[src/rtl/pc_sequencer.sv]
// Program-counter sequencer with return-address-stack control and halt/fault states.
// Define PC_SEQ_FAULT_TRAP_EN to trap stack overflow/underflow into FAULT instead of degrading.
module pc_sequencer #(
  parameter int          D           = 12,
  parameter int          STACK_DEPTH = 8,
  parameter int unsigned START_ADDR  = 0,
  localparam int         DW          = $clog2(STACK_DEPTH + 1)
) (
  input  logic          clk,
  input  logic          reset,
  input  logic          stall,
  input  logic          halt_req,
  input  logic          branch_taken,
  input  logic [D-1:0]  branch_target,
  input  logic          call,
  input  logic          ret,
  input  logic [D-1:0]  ras_target,
  output logic [D-1:0]  pc,
  output logic          ras_push,
  output logic          ras_pop,
  output logic [D-1:0]  ras_push_addr,
  output logic [DW-1:0] depth,
  output logic          fault,
  output logic          done
);

  typedef enum logic [1:0] {
    S_RUN,
    S_RET_WAIT,
    S_HALT,
    S_FAULT
  } state_t;

  state_t        r_state;
  logic [D-1:0]  r_pc;
  logic [DW-1:0] r_depth;
  logic          r_fault;
  logic          r_done;

  logic          w_active;
  logic          w_full;
  logic          w_empty;
  logic [D-1:0]  w_pc_inc;

  assign w_active = !reset && (r_state == S_RUN) && !stall;
  assign w_full   = (r_depth == DW'(STACK_DEPTH));
  assign w_empty  = (r_depth == '0);
  assign w_pc_inc = r_pc + D'(1);

  // Strobes follow the same priority as the state update; ret shadows call.
  always_comb begin
    ras_push = 1'b0;
    ras_pop  = 1'b0;
    if (w_active && !halt_req) begin
      if (ret) begin
        ras_pop = !w_empty;
      end else if (call) begin
        ras_push = !w_full;
      end
    end
  end

  always_ff @(posedge clk) begin
    if (reset) begin
      r_state <= S_RUN;
      r_pc    <= D'(START_ADDR);
      r_depth <= '0;
      r_fault <= 1'b0;
      r_done  <= 1'b0;
    end else begin
      case (r_state)
        S_RUN: begin
          if (!stall) begin
            if (halt_req) begin
              r_state <= S_HALT;
              r_done  <= 1'b1;
            end else if (ret) begin
              if (!w_empty) begin
                r_depth <= r_depth - DW'(1);
                r_state <= S_RET_WAIT;
              end else begin
`ifdef PC_SEQ_FAULT_TRAP_EN
                r_fault <= 1'b1;
                r_state <= S_FAULT;
`else
                r_pc    <= w_pc_inc;
`endif
              end
            end else if (call) begin
              if (!w_full) begin
                r_depth <= r_depth + DW'(1);
                r_pc    <= branch_target;
              end else begin
`ifdef PC_SEQ_FAULT_TRAP_EN
                r_fault <= 1'b1;
                r_state <= S_FAULT;
`else
                r_pc    <= branch_target;
`endif
              end
            end else if (branch_taken) begin
              r_pc <= branch_target;
            end else begin
              r_pc <= w_pc_inc;
            end
          end
        end
        // Stack read data is valid exactly one cycle after the pop strobe.
        S_RET_WAIT: begin
          r_pc    <= ras_target;
          r_state <= S_RUN;
        end
        S_HALT, S_FAULT: begin
          r_state <= r_state;
        end
        default: begin
          r_state <= S_RUN;
        end
      endcase
    end
  end

  assign pc            = r_pc;
  assign depth         = r_depth;
  assign fault         = r_fault;
  assign done          = r_done;
  assign ras_push_addr = w_pc_inc;

endmodule

[config.mk]
export PLATFORM = sky130hd
export DESIGN_NAME = pc_sequencer
export DESIGN_NICKNAME = d
export VERILOG_FILES = /design/src/rtl/pc_sequencer.sv
export SDC_FILE = /design/constraint.sdc
export NUM_CORES = 1
export LEC_CHECK = 0
export CAP_MARGIN = 20
export CORE_MARGIN = 2
export CORE_UTILIZATION = 35
export DETAILED_ROUTE_END_ITERATION = 10
export HOLD_SLACK_MARGIN = 0.06
export PLACE_DENSITY = 0.66
export SKIP_LAST_GASP = 1
export SYNTH_ARGS = -nofsm -noshare
export SYNTH_HDL_FRONTEND = slang
export SYNTH_SLANG_ARGS = --single-unit
[constraint.sdc]
create_clock -name clk -period 2.9 [get_ports clk]
set_clock_uncertainty 0.15 [all_clocks]
set_input_delay 0.725 -clock clk [delete_from_list [all_inputs] [get_ports clk]]
set_output_delay 0.725 -clock clk [all_outputs]
set_load 0.02 [all_outputs]
==> run metrics, run 1 <==
status=finished with violations; failing checks=negative setup slack; root buf cell=clkbuf_8; Detailed Route Iter0 Violations=144; Final HPWL DP=3089 um; Final GP Congestion=0.8912; syn nets=around 200; first-pass GRT wire length=6292 um; Critical Path, Cell by Cell=clkdlybuf4s50_1, or4_4, nor4_2, buf_2; # hold bufs at CTS=0; final net count=277; worst hold margin=329.5 ps; mapped cell area=approximately 1300 um^2; initial antenna violation count=0; period utilization=102.6%; Gate power share=33.4%; Mean Syn Cell Area=between 8 and 9 um^2; Sw Ratio=30.34%; cell with the most instances after synthesis=dfxtp_1; IO Port Bufs=61; Slowest cell on crit path=or4_4; area grow syn2layout=63.80%; relative max-transition margin=58.40%; Multi-input gate area=883.3 um^2; Mapped Cells=~160; core area=about 3700 um^2; TNS Setup=-111.1 ps; max cap viols=0; die extent in x=65.50 um; critical path endpoint category=primary output; Residual DRC=0; top routing layer in use=met4; worst r2r src=depth[2]; critical path's largest stage delay=530 ps; Synth top area share=28.73%; clock sink count=19; Leak=0.8697 nW; final global-route overflow total=0; Startpoint Class=input port; Pint=0.5035 mW; ys flop type=dfxtp_1; Reg area=384.1 um^2; WL met2=approximately 1900 um; met3 wire len=273 um; total track usage=18.53%; Synth Register Bits=19; num rows=22; worst endpoint required time=between 2000 and 2500 ps; final antenna-violating net count=0; WS Path Type=input port to primary output; worst slew pin tran=between 600 and 700 ps; drt pass-1 iters=4; CTS tree=done; Commonest cells post-synth=dfxtp_1 (19), mux2i_1 (12), nor2_1 (12), nor3_1 (11), a21oi_1 (9); number of synthesized flops with an enable pin=0; Cell Pwr Density=333.3 nW/um^2; HP Class=flip-flop to flip-flop; NetSw=0.2193 mW; Tmin final=2974 ps; sequential share of power=40.4%; Final setup viols=2; FMAX=roughly 0.34 GHz; DP Worst Slack=-622.4 ps; Hold Crit Start=done; Crit Path Max Fanout=6; Max Slew Vio Count=0; largest net degree at the start of global routing=21; DR vias=~1500; met1 wire length=1783 um; IO Count=63; Final WS setup=-74.08 ps; Die Ht=around 66 um; CTS Buffer Depth=2; fillcell total=350; Max rail drop VDD=0.1909 mV; critical path arrival=2100 ps; DIE AREA=4290 um^2; Yosys cell types=45; drt wl/cell=between 10 and 15 um; Area contributors post-synth=dfxtp_1 (29%), mux2i_1 (9.1%), nor3_1 (4.2%); layout cells sized above 1=between 10% and 20%; RSZ-0062 raised after global routing=yes; crit path launch=halt_req; # diodes=0; endpoints failing hold=0; Via density=5.329; clk_lat worst skew=260 ps; register area share after synthesis=28.73%; async set-or-reset flop fraction in the synthesized netlist=0%; YS warnings=0; vias in the first global route=approximately 1400; power share of the clock group=between 20% and 30%; Initial Util=36.16%; CTS buffer count=3; H-tree depth=1; Worst-path clk slew=70 ps; area leader, netlist=dfxtp_1; Routed WL=3969 um
## power groups by stage
stage               Combinational (mW)  Sequential, mW  Clock [mW]
CTS                              0.243           0.291       0.195
finish                           0.242           0.292       0.189
detailed placement               0.242           0.297           0
floorplan                       0.0984           0.313           0
global route                     0.260           0.294       0.209
global placement                 0.240           0.296           0
## logic make-up after synthesis
kind of cell | share of synthesized area [%]
adder cells (fa/ha/maj) | 4.348
AO/OA/AOI/OAI | 20.70
AND/OR/NAND/NOR | 25.61
multiplexers | 9.925
other | 0.2833
flip-flops | 28.73
XOR/XNOR | 4.631
buffers and inverters | 5.765
## stage by stage
stage	area, um^2	util (%)	power, mW	std cells
after global placement	2110	57.62	0.5358	284
after global routing	2168	59.23	0.7634	289
after floorplan	1324	-	0.4111	162
after CTS	2162	59.06	0.7292	289
final	2168	59.23	0.7227	289
after detailed placement	2110	57.62	0.5392	284
## timing repair
item                                   CTS  global route
resized for setup                       16             6
pin swaps                                1             0
endpoints found under the hold margin    0             0
setup buffers                            1             0
setup endpoints to repair                9             8
## flip-flops by register name (all words and copies together), names as in the netlist
register,count
r_state,2
pc,12
depth,4
done,1
## worst max-delay path, delay by kind of cell
| family | cells | cell delay (ps) |
|---|---|---|
| buffers and inverters | 2 | 620 |
| AND/OR/NAND/NOR | 2 | 750 |
## worst paths after layout
path | end | slack (ps) | cells after the start
max | ras_push | -70 | 4
min | done | 330 | 2
max reg2reg | depth[3] | 890 | 4
min reg2reg | done | 330 | 2
## cells in the final DEF, fill, tap and decap left out, types with 4 or more instances in the layout
master	netlist	routed
clkdlybuf4s50_1	0	53
xor2_1	4	4
dfxtp_1	19	16
nor3_1	11	11
nor2_1	12	12
mux2i_1	12	12
inv_1	8	8
o211ai_1	4	4
and3_1	7	7
a21oi_1	9	9
nand2_1	6	6
or3_1	5	5
dlygate4sd2_1	0	5
o32ai_1	4	4
nand3_1	4	4
buf_4	3	22
o21ai_0	6	6
a211oi_1	4	4
## routing by layer
metal  vias up  GRT usage, %
met5         -             0
met2        64         30.87
met3         2         3.596
met4         0         5.208
li1        767             -
met1       707         24.36
## area by class of cell
type / count / area share (%)
clock buffers: 4 / 2.077
inverters: 9 / 1.558
multi-input cells: 126 / 40.74
flip-flops and latches: 19 / 17.71
well taps: 48 / 2.770
repair buffers: 83 / 35.14
Note: power is estimated with default switching activity, not from simulation.
==> run 2, diff against run 1 <==
- SKIP_CTS_REPAIR_TIMING: unset -> 1
==> run 2 against run 1 <==
Utilization is 0.85 points higher. Power is 0.39% higher. Clock power hardly changed. Global-route usage stayed put. Cell count stayed put. Sequential share of layout area is 0.25 points lower. The run still ends with negative setup slack left. Critical path depth stayed put. Via count is 0.13% lower. Setup slack worse by 74 ps. Register-to-register slack worse by 230 ps. Final area is 1.4% higher. First-iteration DRC count is 13% lower.
==> run metrics, run 2 (synthesized netlist as in run 1, its figures left out) <==
crit path launch=stall; max cap viols=0; die extent in x=65.50 um; Initial Util=36.16%; CTS tree=done; Sw Ratio=30.34%; Slowest cell on crit path=or4_4; first-pass GRT wire length=approximately 6300 um; DP Worst Slack=-622.4 ps; final antenna-violating net count=0; root buf cell=clkbuf_8; Final WS setup=-147.9 ps; Hold Crit Start=done; drt pass-1 iters=4; worst endpoint required time=2030 ps; fillcell total=347; FMAX=0.3281 GHz; final net count=277; area grow syn2layout=66.16%; DP Area=2110 um^2; Via density=5.322; critical path's largest stage delay=~540 ps; Cell Pwr Density=approximately 330 nW/um^2; power share of the clock group=between 20% and 30%; Max rail drop VDD=0.1873 mV; HP Class=flip-flop to flip-flop; clock sink count=19; Final GP Congestion=between 0.8 and 0.9; Startpoint Class=input port; Finished Cell Area=2200 um^2; most frequent cells in the layout=clkdlybuf4s50_1 (54), buf_4 (23), dfxtp_1 (16), mux2i_1 (12), nor2_1 (12); worst slew pin tran=695.1 ps; Worst-path clk slew=around 70 ps; Pint=0.5054 mW; Largest register FFs=12; Final HPWL DP=3089 um; worst r2r src=depth[2]; most common cell after layout, fill and taps aside=clkdlybuf4s50_1; critical path arrival=2170 ps; drt wl/cell=approximately 14 um; top routing layer in use=met4; endpoints failing hold=0; DR vias=1538; Die Ht=65.50 um; Detailed Route Iter0 Violations=around 130; WL met2=1934 um; status=finished with violations; DIE AREA=4290 um^2; H-tree depth=1; relative max-transition margin=53.05%; CTS buffer count=3; Tmin final=3048 ps; critical path endpoint category=primary output; Gate power share=around a third; initial antenna violation count=0; RSZ-0062 raised after global routing=yes; layout cells sized above 1=about 15%; NetSw=0.2201 mW; Residual DRC=0; IO Port Bufs=61; # diodes=0; vias in the first global route=1389; period utilization=105.1%; met3 wire len=275 um; num rows=22; failing checks=negative setup slack; met1 wire length=1775 um; final global-route overflow total=0; CTS Buffer Depth=2; clk_lat worst skew=260 ps; Leak=0.9412 nW; IO Count=63; Crit Path Max Fanout=6; Critical Path, Cell by Cell=clkdlybuf4s50_1, or4_4, nor4_1, dlymetal6s2s_1; Final setup viols=2; sequential share of power=40.3%; total track usage=18.53%; Routed WL=between 4000 and 5000 um; core area=3661 um^2; Max Slew Vio Count=0; WS Path Type=input port to primary output; largest net degree at the start of global routing=21
[run 2: cell type report]
class                   instances  area, um^2  share of cell area [%]
repair buffers                 83       788.3                   35.84
multi-input cells             126       888.4                   40.39
flip-flops and latches         19       384.1                   17.46
clock buffers                   4       45.04                   2.048
well taps                      48       60.06                   2.730
inverters                       9       33.78                   1.536
[run 2: worst paths after layout]
path / cells past startpoint / to / slack, ps
worst min register to register: 2 / done / 330
worst min-delay path: 2 / done / 330
worst max-delay path: 4 / ras_push / -150
worst max register to register: 6 / pc[9] / 660
[run 2: metrics by stage]
step	hold slack, ps	setup TNS [ps]	std cells	power (mW)	util, %
final	328.4	-275.7	289	0.7255	60.08
after global placement	316.9	-1149	284	0.5358	57.62
after detailed placement	317.2	-1168	284	0.5392	57.62
after CTS	333.9	-2256	288	0.7304	58.85
after global routing	379.0	-413.6	289	0.7665	60.08
after floorplan	364.1	0	162	0.4111	-
[run 2: critical path: cells and delay by family]
kind,cells,cell delay [ps]
AND/OR/NAND/NOR,2,770
buffers and inverters,2,680
[run 2: per-layer routing]
metal  GRT usage, %  up-vias
met5              0        -
met4          5.469        0
met3          3.596        4
met2          30.87       52
met1          24.26      713
li1               -      769
[run 2: power groups by stage]
| stage | Sequential (mW) | Combinational (mW) | Clock, mW |
|---|---|---|---|
| finish | 0.292 | 0.245 | 0.189 |
| CTS | 0.291 | 0.244 | 0.195 |
| floorplan | 0.313 | 0.0984 | 0 |
| global placement | 0.296 | 0.240 | 0 |
| global route | 0.295 | 0.263 | 0.209 |
| detailed placement | 0.297 | 0.242 | 0 |
